## config.mk

```make
export PLATFORM = sky130hd
export DESIGN_NAME = bios_ram_arbiter
export DESIGN_NICKNAME = d
export VERILOG_FILES = /design/src/rtl/bios_ram_arbiter.sv
export SDC_FILE = /design/constraint.sdc
export NUM_CORES = 1
export LEC_CHECK = 0
export CORE_MARGIN = 4
export CORE_UTILIZATION = 50
export CTS_CLUSTER_DIAMETER = 200
export DETAILED_ROUTE_END_ITERATION = 16
export PLACE_DENSITY = 0.76
export SLEW_MARGIN = 20
export SYNTH_ARGS = -nofsm -noshare
export SYNTH_HDL_FRONTEND = slang
export SYNTH_SLANG_ARGS = --single-unit
```

## constraint.sdc

```tcl
create_clock -name clk_sys -period 6.7 [get_ports clk_sys]
set_input_delay 1.34 -clock clk_sys [delete_from_list [all_inputs] [get_ports clk_sys]]
set_output_delay 1.34 -clock clk_sys [all_outputs]
set_load 0.05 [all_outputs]
```

## src/rtl/bios_ram_arbiter.sv

```systemverilog
// Shares the single-port BIOS/program RAM between the ioctl download writer,
// which is buffered in a small FIFO, and the soft CPU, with bounded download bursts.
module bios_ram_arbiter #(
  parameter int ADDR_W   = 14,
  parameter int DATA_W   = 8,
  parameter int DN_DEPTH = 4,
  parameter int DN_BURST = 2
) (
  input  logic              clk_sys,
  input  logic              reset,
  input  logic              dn_wr,
  input  logic [ADDR_W-1:0] dn_addr,
  input  logic [DATA_W-1:0] dn_data,
  output logic              dn_overflow,
  output logic              dn_pending,
  input  logic              cpu_req,
  input  logic              cpu_we,
  input  logic [ADDR_W-1:0] cpu_addr,
  input  logic [DATA_W-1:0] cpu_din,
  output logic              cpu_ack,
  output logic [DATA_W-1:0] cpu_dout,
  output logic [ADDR_W-1:0] ram_addr,
  output logic [DATA_W-1:0] ram_din,
  output logic              ram_we,
  input  logic [DATA_W-1:0] ram_dout
);
  localparam int PTR_W = (DN_DEPTH > 1) ? $clog2(DN_DEPTH) : 1;
  localparam int CNT_W = PTR_W + 1;
  localparam int STK_W = (DN_BURST > 0) ? $clog2(DN_BURST + 1) : 1;
  localparam int ENT_W = ADDR_W + DATA_W;
  localparam logic [CNT_W-1:0] DEPTH_CNT = CNT_W'(DN_DEPTH);
  localparam logic [STK_W-1:0] BURST_MAX = STK_W'(DN_BURST);

  typedef enum logic [1:0] {
    IDLE,
    RD_WAIT,
    RD_DATA
  } state_t;

  state_t            state_q, state_d;
  logic [ENT_W-1:0]  fifo_mem [DN_DEPTH];
  logic [PTR_W-1:0]  wr_ptr_q, wr_ptr_d;
  logic [PTR_W-1:0]  rd_ptr_q, rd_ptr_d;
  logic [CNT_W-1:0]  count_q, count_d;
  logic [STK_W-1:0]  streak_q, streak_d;
  logic              dn_overflow_q, dn_overflow_d;
  logic              cpu_ack_q, cpu_ack_d;
  logic [DATA_W-1:0] cpu_dout_q, cpu_dout_d;
  logic [ADDR_W-1:0] ram_addr_q, ram_addr_d;
  logic [DATA_W-1:0] ram_din_q, ram_din_d;
  logic              ram_we_q, ram_we_d;

  logic              fifo_full;
  logic              fifo_empty;
  logic              pop;
  logic              push;
  logic [ENT_W-1:0]  head;

  assign fifo_full  = (count_q == DEPTH_CNT);
  assign fifo_empty = (count_q == '0);
  assign head       = fifo_mem[rd_ptr_q];

  // Arbitration: downloads first, but a waiting CPU wins after DN_BURST grants.
  // The cpu_ack cycle is skipped so the CPU can drop its request first.
  always_comb begin
    state_d    = state_q;
    streak_d   = streak_q;
    cpu_ack_d  = 1'b0;
    cpu_dout_d = cpu_dout_q;
    ram_addr_d = ram_addr_q;
    ram_din_d  = ram_din_q;
    ram_we_d   = 1'b0;
    pop        = 1'b0;
    case (state_q)
      IDLE: begin
        if (!cpu_ack_q) begin
          if (!fifo_empty && (!cpu_req || streak_q < BURST_MAX)) begin
            pop                     = 1'b1;
            {ram_addr_d, ram_din_d} = head;
            ram_we_d                = 1'b1;
            if (!cpu_req)
              streak_d = '0;
            else if (streak_q != BURST_MAX)
              streak_d = streak_q + STK_W'(1);
          end else if (cpu_req) begin
            streak_d   = '0;
            ram_addr_d = cpu_addr;
            if (cpu_we) begin
              ram_din_d = cpu_din;
              ram_we_d  = 1'b1;
              cpu_ack_d = 1'b1;
            end else begin
              state_d = RD_WAIT;
            end
          end
        end
      end
      RD_WAIT: state_d = RD_DATA;
      RD_DATA: begin
        cpu_dout_d = ram_dout;
        cpu_ack_d  = 1'b1;
        state_d    = IDLE;
      end
      default: state_d = IDLE;
    endcase
  end

  // A strobe into a full FIFO is accepted when the head leaves in the same cycle.
  always_comb begin
    push          = dn_wr && (!fifo_full || pop);
    dn_overflow_d = dn_overflow_q || (dn_wr && fifo_full && !pop);
    wr_ptr_d      = push ? wr_ptr_q + PTR_W'(1) : wr_ptr_q;
    rd_ptr_d      = pop ? rd_ptr_q + PTR_W'(1) : rd_ptr_q;
    count_d       = count_q;
    if (push && !pop)
      count_d = count_q + CNT_W'(1);
    else if (pop && !push)
      count_d = count_q - CNT_W'(1);
  end

  always_ff @(posedge clk_sys) begin
    if (push)
      fifo_mem[wr_ptr_q] <= {dn_addr, dn_data};
  end

  always_ff @(posedge clk_sys or posedge reset) begin
    if (reset) begin
      state_q       <= IDLE;
      wr_ptr_q      <= '0;
      rd_ptr_q      <= '0;
      count_q       <= '0;
      streak_q      <= '0;
      dn_overflow_q <= 1'b0;
      cpu_ack_q     <= 1'b0;
      cpu_dout_q    <= '0;
      ram_addr_q    <= '0;
      ram_din_q     <= '0;
      ram_we_q      <= 1'b0;
    end else begin
      state_q       <= state_d;
      wr_ptr_q      <= wr_ptr_d;
      rd_ptr_q      <= rd_ptr_d;
      count_q       <= count_d;
      streak_q      <= streak_d;
      dn_overflow_q <= dn_overflow_d;
      cpu_ack_q     <= cpu_ack_d;
      cpu_dout_q    <= cpu_dout_d;
      ram_addr_q    <= ram_addr_d;
      ram_din_q     <= ram_din_d;
      ram_we_q      <= ram_we_d;
    end
  end

  assign dn_overflow = dn_overflow_q;
  assign dn_pending  = !fifo_empty;
  assign cpu_ack     = cpu_ack_q;
  assign cpu_dout    = cpu_dout_q;
  assign ram_addr    = ram_addr_q;
  assign ram_din     = ram_din_q;
  assign ram_we      = ram_we_q;

endmodule
```

==> results.yml, run 1 <==
critical_path:
  regToRegSetupSlack_ps: 4120
  crit_fanout: 19
  worstPathRequired_ps: 5360
  worstSetupPathType: "reg -> out"
  critPathArrivalTime_ps: 2180
  end_kind: "output port"
  start_kind: "register"
yosys:
  synth_top_area_cell: "edfxtp_1"
  synthCells: 313
  synth_edf_count: 88
  yosys_warnings: 0
  synth_top_area_share_pct: 49.00
  syn_area_mm2: 0.005393
  ys_ff_latch: 132
  ys_types: 43
  synth_nets: 377
  synth.avg_cell_area_um2: 17.23
  synth_ff_type: "edfxtp_1"
  ys_top_cells_by_area: "edfxtp_1, dfrtp_1, mux4_1"
  ys_async_sr_fraction_pct: 33.33
  ys_seq_area_share_pct: 69.42
timing:
  maxSlewHeadroom_pct: 31.58
  fin_setup_tns_ps: 0
  finalMaxSlewViolations: 0
  finalCriticalPeriod_ps: 3522
  final.setup.worst_slack_ps: 3178
  rsz0062_at_grt: "no"
  hold_viol: 0
  setup_violations: 0
  fin_crit_sh_pct: 52.57
  worst_slew_pin_slew_ps: 1026
  fmax_ghz: 0.2839
  whs_ps: 506.3
  fin_skew_ps: 8.602
global_route:
  grt_antenna_before_repair: 0
  first_global_vias: 3190
  overflow: 0
  gr-usage-all-layers_pct: 17.48
  grt_pass1_wl_um: 16970
  grt_max_degree: 45
drt:
  routedWlPerCell_um: 19.14
  vias: 3130
  avgViaCountPerCell: 5.640
  firstDrtPassIters: 4
  route.detailed.drc: 0
  ant_nets: 0
  totalWireLength_um: 10620
  drt_iter0_markers: 139
cells_and_area:
  fillers: 695
  antenna_cells: 0
  layout_common_cells: "clkdlybuf4s50_1, edfxtp_1, dfrtp_1"
  final_layout_size_suffix_gt1_share_pct: 18.38
  fin_util_pct: 67.30
  fin_cells: 555
  area_growth_pct: 30.00
  layout_commonest_cell: "clkdlybuf4s50_1"
  nNetsFinal: 470
clocking:
  cts_sinks: 132
  cts_resized: 0
  cts_setup_buffers: 0
  cts_root_buffer: "clkbuf_8"
  h-tree-depth: 4
  worstSkewPairLatency_ps: 510
  clk_path_buf_depth: 2
  holdBufCountCts: 0
  cts_tree: "built"
  cts_buffers: 17
  cts.reportedPaths.clkPinSlew_ps: 60
floorplan:
  rows: 37
  fp.dieW_um: 111.9
  io-pin-count: 91
  die_height_um: 111.9
  dieArea_mm2: 0.01251
  initial_utilization_pct: 51.77
  core_area_mm2: 0.01042
hold_path:
  min_path_type: "reg -> reg"
place:
  place.port_buffers: 90
  dpl.hpwl_um: 6911
  gp_congestion: 0.7940
  detailedPlace.worstSlack_ps: 2566
  dp.cells: 523
pwr:
  irDropWorstVdd_mv: 0.2584
  leakagePower_nw: 2.572
  power.density_mw_per_mm2: 531.8
status:
  status: "complete, no violations"
job:
  drv_cap: 0
[worst max-delay path, cell delays in order (launching register included)]
cell	delay [ps]
dfrtp_1	470
nor3_2	90
inv_2	240
clkdlybuf4s50_1	870
[metal layers]
layer / track usage (%) / vias up / wire length (um)
met5: 0 / - / 0
met4: 6.083 / 0 / 146
met3: 3.804 / 15 / 596
met2: 28.66 / 100 / 5339
met1: 23.28 / 1567 / 4539
li1: - / 1448 / -
[flip-flops by register name (all words and copies together), names as in the netlist]
signal	cells
count_q	3
cpu_ack	1
cpu_dout	8
dn_overflow	1
fifo_mem	88
ram_addr	14
ram_din	8
ram_we	1
rd_ptr_q	2
state_q	2
streak_q	2
wr_ptr_q	2
[where the power goes]
group	internal [mW]	switching, mW	total, mW
clock network	0.616	0.365	0.981
registers	1.13	0.138	1.27
logic	0.615	0.862	1.48
total	2.36	1.36	3.73
[final cells by class]
| type | count | area (um2) | area share [%] |
|---|---|---|---|
| clock inverters | 15 | 216.5 | 3.088 |
| multi-input cells | 152 | 1501 | 21.42 |
| inverters | 9 | 33.78 | 0.4819 |
| clock buffers | 17 | 414.1 | 5.908 |
| flip-flops and latches | 132 | 3744 | 53.40 |
| well taps | 136 | 170.2 | 2.427 |
| repair buffers | 94 | 930.9 | 13.28 |
[cell families (layout without fill, tap and decap cells)]
group	Yosys count	count (layout)	synth area share (%)
flip-flops	132	132	69.42
AO/OA/AOI/OAI	61	61	7.865
AND/OR/NAND/NOR	46	46	5.011
multiplexers	32	32	12.04
buffers and inverters	29	135	2.923
adder cells (fa/ha/maj)	7	7	1.763
XOR/XNOR	6	6	0.9745
[Yosys cell counts, drive strengths merged (9+ instances only)]
cell,n
o21ai,15
a31oi,15
inv,9
nand3,15
clkbuf,9
mux4,22
buf,11
mux2,10
or4,9
dfrtp,44
a21oi,15
edfxtp,88
[per-stage QoR]
| stage | power, mW | area (um2) |
|---|---|---|
| final | 3.728 | 7010 |
| after global routing | 3.908 | 7010 |
| after CTS | 3.755 | 7007 |
| after detailed placement | 2.772 | 6376 |
| after global placement | 2.727 | 6375 |
| after floorplan | 2.349 | 5393 |
[worst paths after layout]
kind / cells after the start / from / endpoint
worst max-delay path: 3 / count_q[0] / dn_pending
worst min-delay path: 1 / cpu_dout[5] / cpu_dout[5]
worst max register to register: 8 / streak_q[1] / count_q[2]
worst min register to register: 1 / cpu_dout[5] / cpu_dout[5]
max in group asynchronous: 3 / reset / ram_addr[1]
min in group asynchronous: 3 / reset / cpu_dout[4]
No activity file was read; power rests on OpenSTA's default activity.
==> inputs of run 2 (changes only) <==
Settings changed: CORE_UTILIZATION 50 to 48.
Clock period 6.7 ns to 2.9 ns, I/O delays scaled along.
==> run 2 against run 1 <==
Via count up 4.1%. Largest power group unchanged. Sequential share of layout area shrank 0.35 points. Die area rose by 3.9%. Critical endpoint is now count_q[2]. Largest cell class unchanged. Highest routed layer unchanged. Sequential cell count did not move. Routed wire length grew 6.3%. Clock skew barely moved.
==> results.yml, run 2 (synthesis results as in run 1) <==
cells_and_area:
  nNetsFinal: 484
  area_growth_pct: 30.86
  layout_common_cells: "clkdlybuf4s50_1, edfxtp_1, dfrtp_1"
  fin_cells: 573
  top_register: "fifo_mem"
  final_layout_size_suffix_gt1_share_pct: 20.55
  largest_reg_flops: 88
  layout_commonest_cell: "clkdlybuf4s50_1"
  antenna_cells: 0
place:
  dpl.hpwl_um: 7421
  gp_congestion: 0.7153
  dp.cells: 541
  place.port_buffers: 90
floorplan:
  dieArea_mm2: 0.01299
  io-pin-count: 91
  fp.dieW_um: 114.0
  initial_utilization_pct: 49.31
  rows: 38
  core_area_mm2: 0.01094
  die_height_um: 114.0
timing:
  fin_skew_ps: 8.703
  finalCriticalPeriod_ps: 2384
  fmax_ghz: 0.4195
  setup_violations: 0
  maxSlewHeadroom_pct: 48.42
  fin_setup_tns_ps: 0
  fin_crit_sh_pct: 82.20
  rsz0062_at_grt: "no"
  hold_viol: 0
  finalMaxSlewViolations: 0
  whs_ps: 480.0
  worst_slew_pin_slew_ps: 773.7
pwr:
  p_int_mw: 5.329
  clkPwrFrac_pct: 24.0
  irDropWorstVdd_mv: 0.7345
  combPwrFrac_pct: 41.4
  p_sw_share_pct: 36.94
  leakagePower_nw: 2.623
  switchingPower_mw: 3.122
  pwr-share-seq_pct: 34.6
  power.density_mw_per_mm2: 1198
clocking:
  cts_setup_buffers: 0
  cts.reportedPaths.clkPinSlew_ps: 50
  worstSkewPairLatency_ps: 400
  cts_resized: 0
  holdBufCountCts: 0
  cts_buffers: 17
  cts_tree: "built"
  cts_sinks: 132
  clk_path_buf_depth: 2
  cts_root_buffer: "clkbuf_16"
  h-tree-depth: 4
drt:
  drt_iter0_markers: 202
  totalWireLength_um: 11290
  routedWlPerCell_um: 19.70
  avgViaCountPerCell: 5.684
  firstDrtPassIters: 4
  vias: 3257
  ant_nets: 0
  route.detailed.drc: 0
critical_path:
  start_kind: "input pin"
  crit_chain: "clkdlybuf4s50_1, a2111o_1, a31oi_2, ha_1, inv_1, fa_1, xor2_1, nor2_1, xor2_1"
  cp_top_family: "compound AO/OA/AOI/OAI gates"
  worstSetupPathType: "in -> reg"
  cp_common_cell: "xor2_1"
  worst-path-buf-inv: 2
  crit_path_top_delay_cell: "clkdlybuf4s50_1"
  crit_fanout: 2
  max_stage_delay_ps: 430
  critPathArrivalTime_ps: 2710
  worstPathRequired_ps: 3220
  end_kind: "register"
global_route:
  grt_max_degree: 45
  grt_pass1_wl_um: 18350
  overflow: 0
  gr-usage-all-layers_pct: 18.64
  first_global_vias: 3584
  grt_antenna_before_repair: 0
job:
  drv_cap: 0
status:
  status: "complete, no violations"
hold_path:
  min_path_type: "reg -> reg"
==> run 2: worst reg2reg max path, cell delays in order, from the launching register on <==
cell	delay (ps)
dfrtp_1	450
a2111o_1	470
a31oi_2	250
ha_1	210
inv_1	60
fa_1	370
xor2_1	160
nor2_1	110
xor2_1	140
==> run 2: final timing paths <==
| path | cells past startpoint | start | end | slack, ps |
|---|---|---|---|---|
| hold / removal | 1 | dn_overflow | dn_overflow | 480 |
| min in group asynchronous | 3 | reset | ram_addr[11] | 640 |
| setup reg to reg | 8 | streak_q[1] | count_q[2] | 610 |
| max in group asynchronous | 3 | reset | streak_q[0] | 1870 |
| hold reg to reg | 1 | dn_overflow | dn_overflow | 480 |
| setup / recovery | 9 | cpu_req | count_q[2] | 520 |
==> run 2: stage by stage <==
step                total power, mW  area (um2)  setup WS (ps)  utilization, %
floorplan                     5.427        5393          371.8               -
CTS                           8.543        7057          526.4           64.53
global route                  8.910        7057          439.4           64.53
detailed placement            6.462        6482          125.1           59.28
global placement              6.362        6482          129.8           59.28
finish                        8.451        7057          516.3           64.53
==> run 2: layout make-up <==
class	count	area (um2)
clock buffers	18	450.4
inverters	9	33.78
multi-input cells	152	1496
clock inverters	14	123.9
flip-flops and latches	132	3744
fillers	783	3879
well taps	140	175.2
repair buffers	108	1033
==> run 2: metal layers <==
layer / vias up / track usage, % / share of wire, %
met2: 140 / 31.54 / 52
li1: 1477 / - / -
met3: 14 / 5.252 / 7.1
met4: 0 / 6.809 / 1.5
met5: - / 0 / 0
met1: 1626 / 22.97 / 39
==> run 2: power by group through the flow <==
stage | combinational [mW] | sequential, mW | clock, mW
after detailed placement | 3.50 | 2.97 | 0
after global routing | 3.75 | 3.00 | 2.16
after CTS | 3.54 | 2.94 | 2.06
final | 3.50 | 2.93 | 2.03
after floorplan | 1.75 | 3.67 | 0
after global placement | 3.43 | 2.93 | 0
==> inputs of run 3 (changes only) <==
Settings changed: CORE_UTILIZATION 48 to 50.
Clock period 2.9 ns to 2.4 ns, I/O delays scaled along.
==> run 3 against run 2 <==
Combinational power up 26%. Clock skew down 3.0 ps. Register-to-register slack worse by 430 ps. Sequential power up 19%. Clock power up 28%. Critical endpoint is now cpu_ack. First-iteration DRC count down 34%. Highest routed layer unchanged. Cell area up 1.7%. Sequential share of layout area down 0.91 points. Largest cell class unchanged.
==> results.yml, run 3 (synthesis results as in run 1) <==
drt:
  routedWlPerCell_um: 19.26
  ant_nets: 0
  route.detailed.drc: 0
  totalWireLength_um: 11090
  vias: 3182
  avgViaCountPerCell: 5.524
  firstDrtPassIters: 4
  drt_iter0_markers: 134
critical_path:
  end_kind: "output port"
  crit_path_top_delay_cell: "clkdlybuf4s50_1"
  max_stage_delay_ps: 830
  crit_start: "cpu_ack"
  start_kind: "register"
  crit_chain: "clkdlybuf4s50_1"
  regToRegSetupSlack_ps: 180
  crit_fanout: 5
  worstSetupPathType: "reg -> out"
  r2r_cells: 8
  worst-path-buf-inv: 1
  rr_endpoint: "count_q[2]"
  worstPathRequired_ps: 1920
  r2r-start: "state_q[1]"
  critPathArrivalTime_ps: 1740
  cp_top_family: "buffers and inverters"
pwr:
  power.density_mw_per_mm2: 1463
  clkPwrFrac_pct: 24.8
  combPwrFrac_pct: 41.9
  total_power_mw: 10.51
  irDropWorstVdd_mv: 0.7928
  leakagePower_nw: 2.666
  p_int_mw: 6.726
  pwr-share-seq_pct: 33.3
  p_sw_share_pct: 35.98
  switchingPower_mw: 3.781
timing:
  finalCriticalPeriod_ps: 2223
  fin_crit_sh_pct: 92.62
  fin_setup_tns_ps: 0
  setup_violations: 0
  rsz0062_at_grt: "no"
  hold_viol: 0
  worst_slew_pin_slew_ps: 691.8
  maxSlewHeadroom_pct: 53.78
  fin_skew_ps: 5.735
  fmax_ghz: 0.4499
  finalMaxSlewViolations: 0
  final.setup.worst_slack_ps: 177.2
global_route:
  grt_pass1_wl_um: 18440
  overflow: 0
  grt_max_degree: 26
  gr-usage-all-layers_pct: 18.94
  grt_antenna_before_repair: 0
  first_global_vias: 3406
floorplan:
  io-pin-count: 91
  fp.dieW_um: 111.9
  initial_utilization_pct: 51.77
  die_height_um: 111.9
  rows: 37
  core_area_mm2: 0.01042
  dieArea_mm2: 0.01251
status:
  status: "complete, no violations"
cells_and_area:
  top_register: "fifo_mem"
  largest_reg_flops: 88
  nNetsFinal: 491
  final_layout_size_suffix_gt1_share_pct: 20.91
  antenna_cells: 0
  final_area_mm2: 0.007179
  area_growth_pct: 33.13
  layout_common_cells: "clkdlybuf4s50_1, edfxtp_1, dfrtp_1"
  layout_commonest_cell: "clkdlybuf4s50_1"
clocking:
  cts_resized: 0
  h-tree-depth: 4
  cts.reportedPaths.clkPinSlew_ps: 60
  clk_path_buf_depth: 2
  cts_sinks: 132
  holdBufCountCts: 0
  cts_buffers: 17
  cts_setup_buffers: 0
  cts_tree: "built"
  worstSkewPairLatency_ps: 510
  cts_root_buffer: "clkbuf_8"
place:
  dpl.hpwl_um: 7650
  dpl-instance-area_mm2: 0.006576
  gp_congestion: 0.7944
  place.port_buffers: 90
  detailedPlace.worstSlack_ps: -273.4
job:
  drv_cap: 0
hold_path:
  min_path_type: "in -> async"
==> run 3: cell types whose count changed in the layout (fill, tap and decap cells not counted), moves of 2 or more <==
cell        delta
clkbuf_16      -2
buf_12         +3
clkinvlp_4     +2
bufinv_16      +3
buf_4          +4
clkinv_2       -2
inv_4          -2
inv_6          -2
clkinv_1       +3
==> run 3: worst max path at each step <==
stage,endpoint,slack (ps),depth (start not counted)
after detailed placement,count_q[2],-270,9
final,cpu_ack,180,1
after CTS,cpu_ack,140,1
after global routing,count_q[2],50,8
after global placement,count_q[2],-230,9
after floorplan,count_q[2],20,9
==> run 3: layer usage <==
layer	up-vias	routed length (um)	global-route usage [%]
met3	11	573	3.913
met1	1587	4765	25.39
met4	0	106	8.029
li1	1491	-	-
met5	-	0	0
met2	93	5646	30.34
==> run 3: cell type report <==
cell class / instances / area (um2)
flip-flops and latches: 132 / 3744
fillers: 720 / 3237
multi-input cells: 152 / 1505
repair buffers: 115 / 1124
clock buffers: 18 / 417.9
clock inverters: 14 / 185.2
well taps: 136 / 170.2
inverters: 9 / 33.78
==> run 3: per-stage QoR <==
stage                     hold slack, ps  cells  util [%]
final                              270.9    576     68.92
after CTS                          247.1    576     68.92
after global routing               289.0    576     68.92
after detailed placement           486.7    544     63.14
after floorplan                    454.4    313         -
after global placement             452.0    544     63.14
==> run 3: power by group through the flow <==
| stage | sequential, mW | combinational, mW | clock (mW) |
|---|---|---|---|
| floorplan | 4.44 | 2.13 | 0 |
| global placement | 3.51 | 4.32 | 0 |
| detailed placement | 3.54 | 4.42 | 0 |
| CTS | 3.51 | 4.44 | 2.65 |
| global route | 3.58 | 4.71 | 2.76 |
| finish | 3.50 | 4.40 | 2.60 |
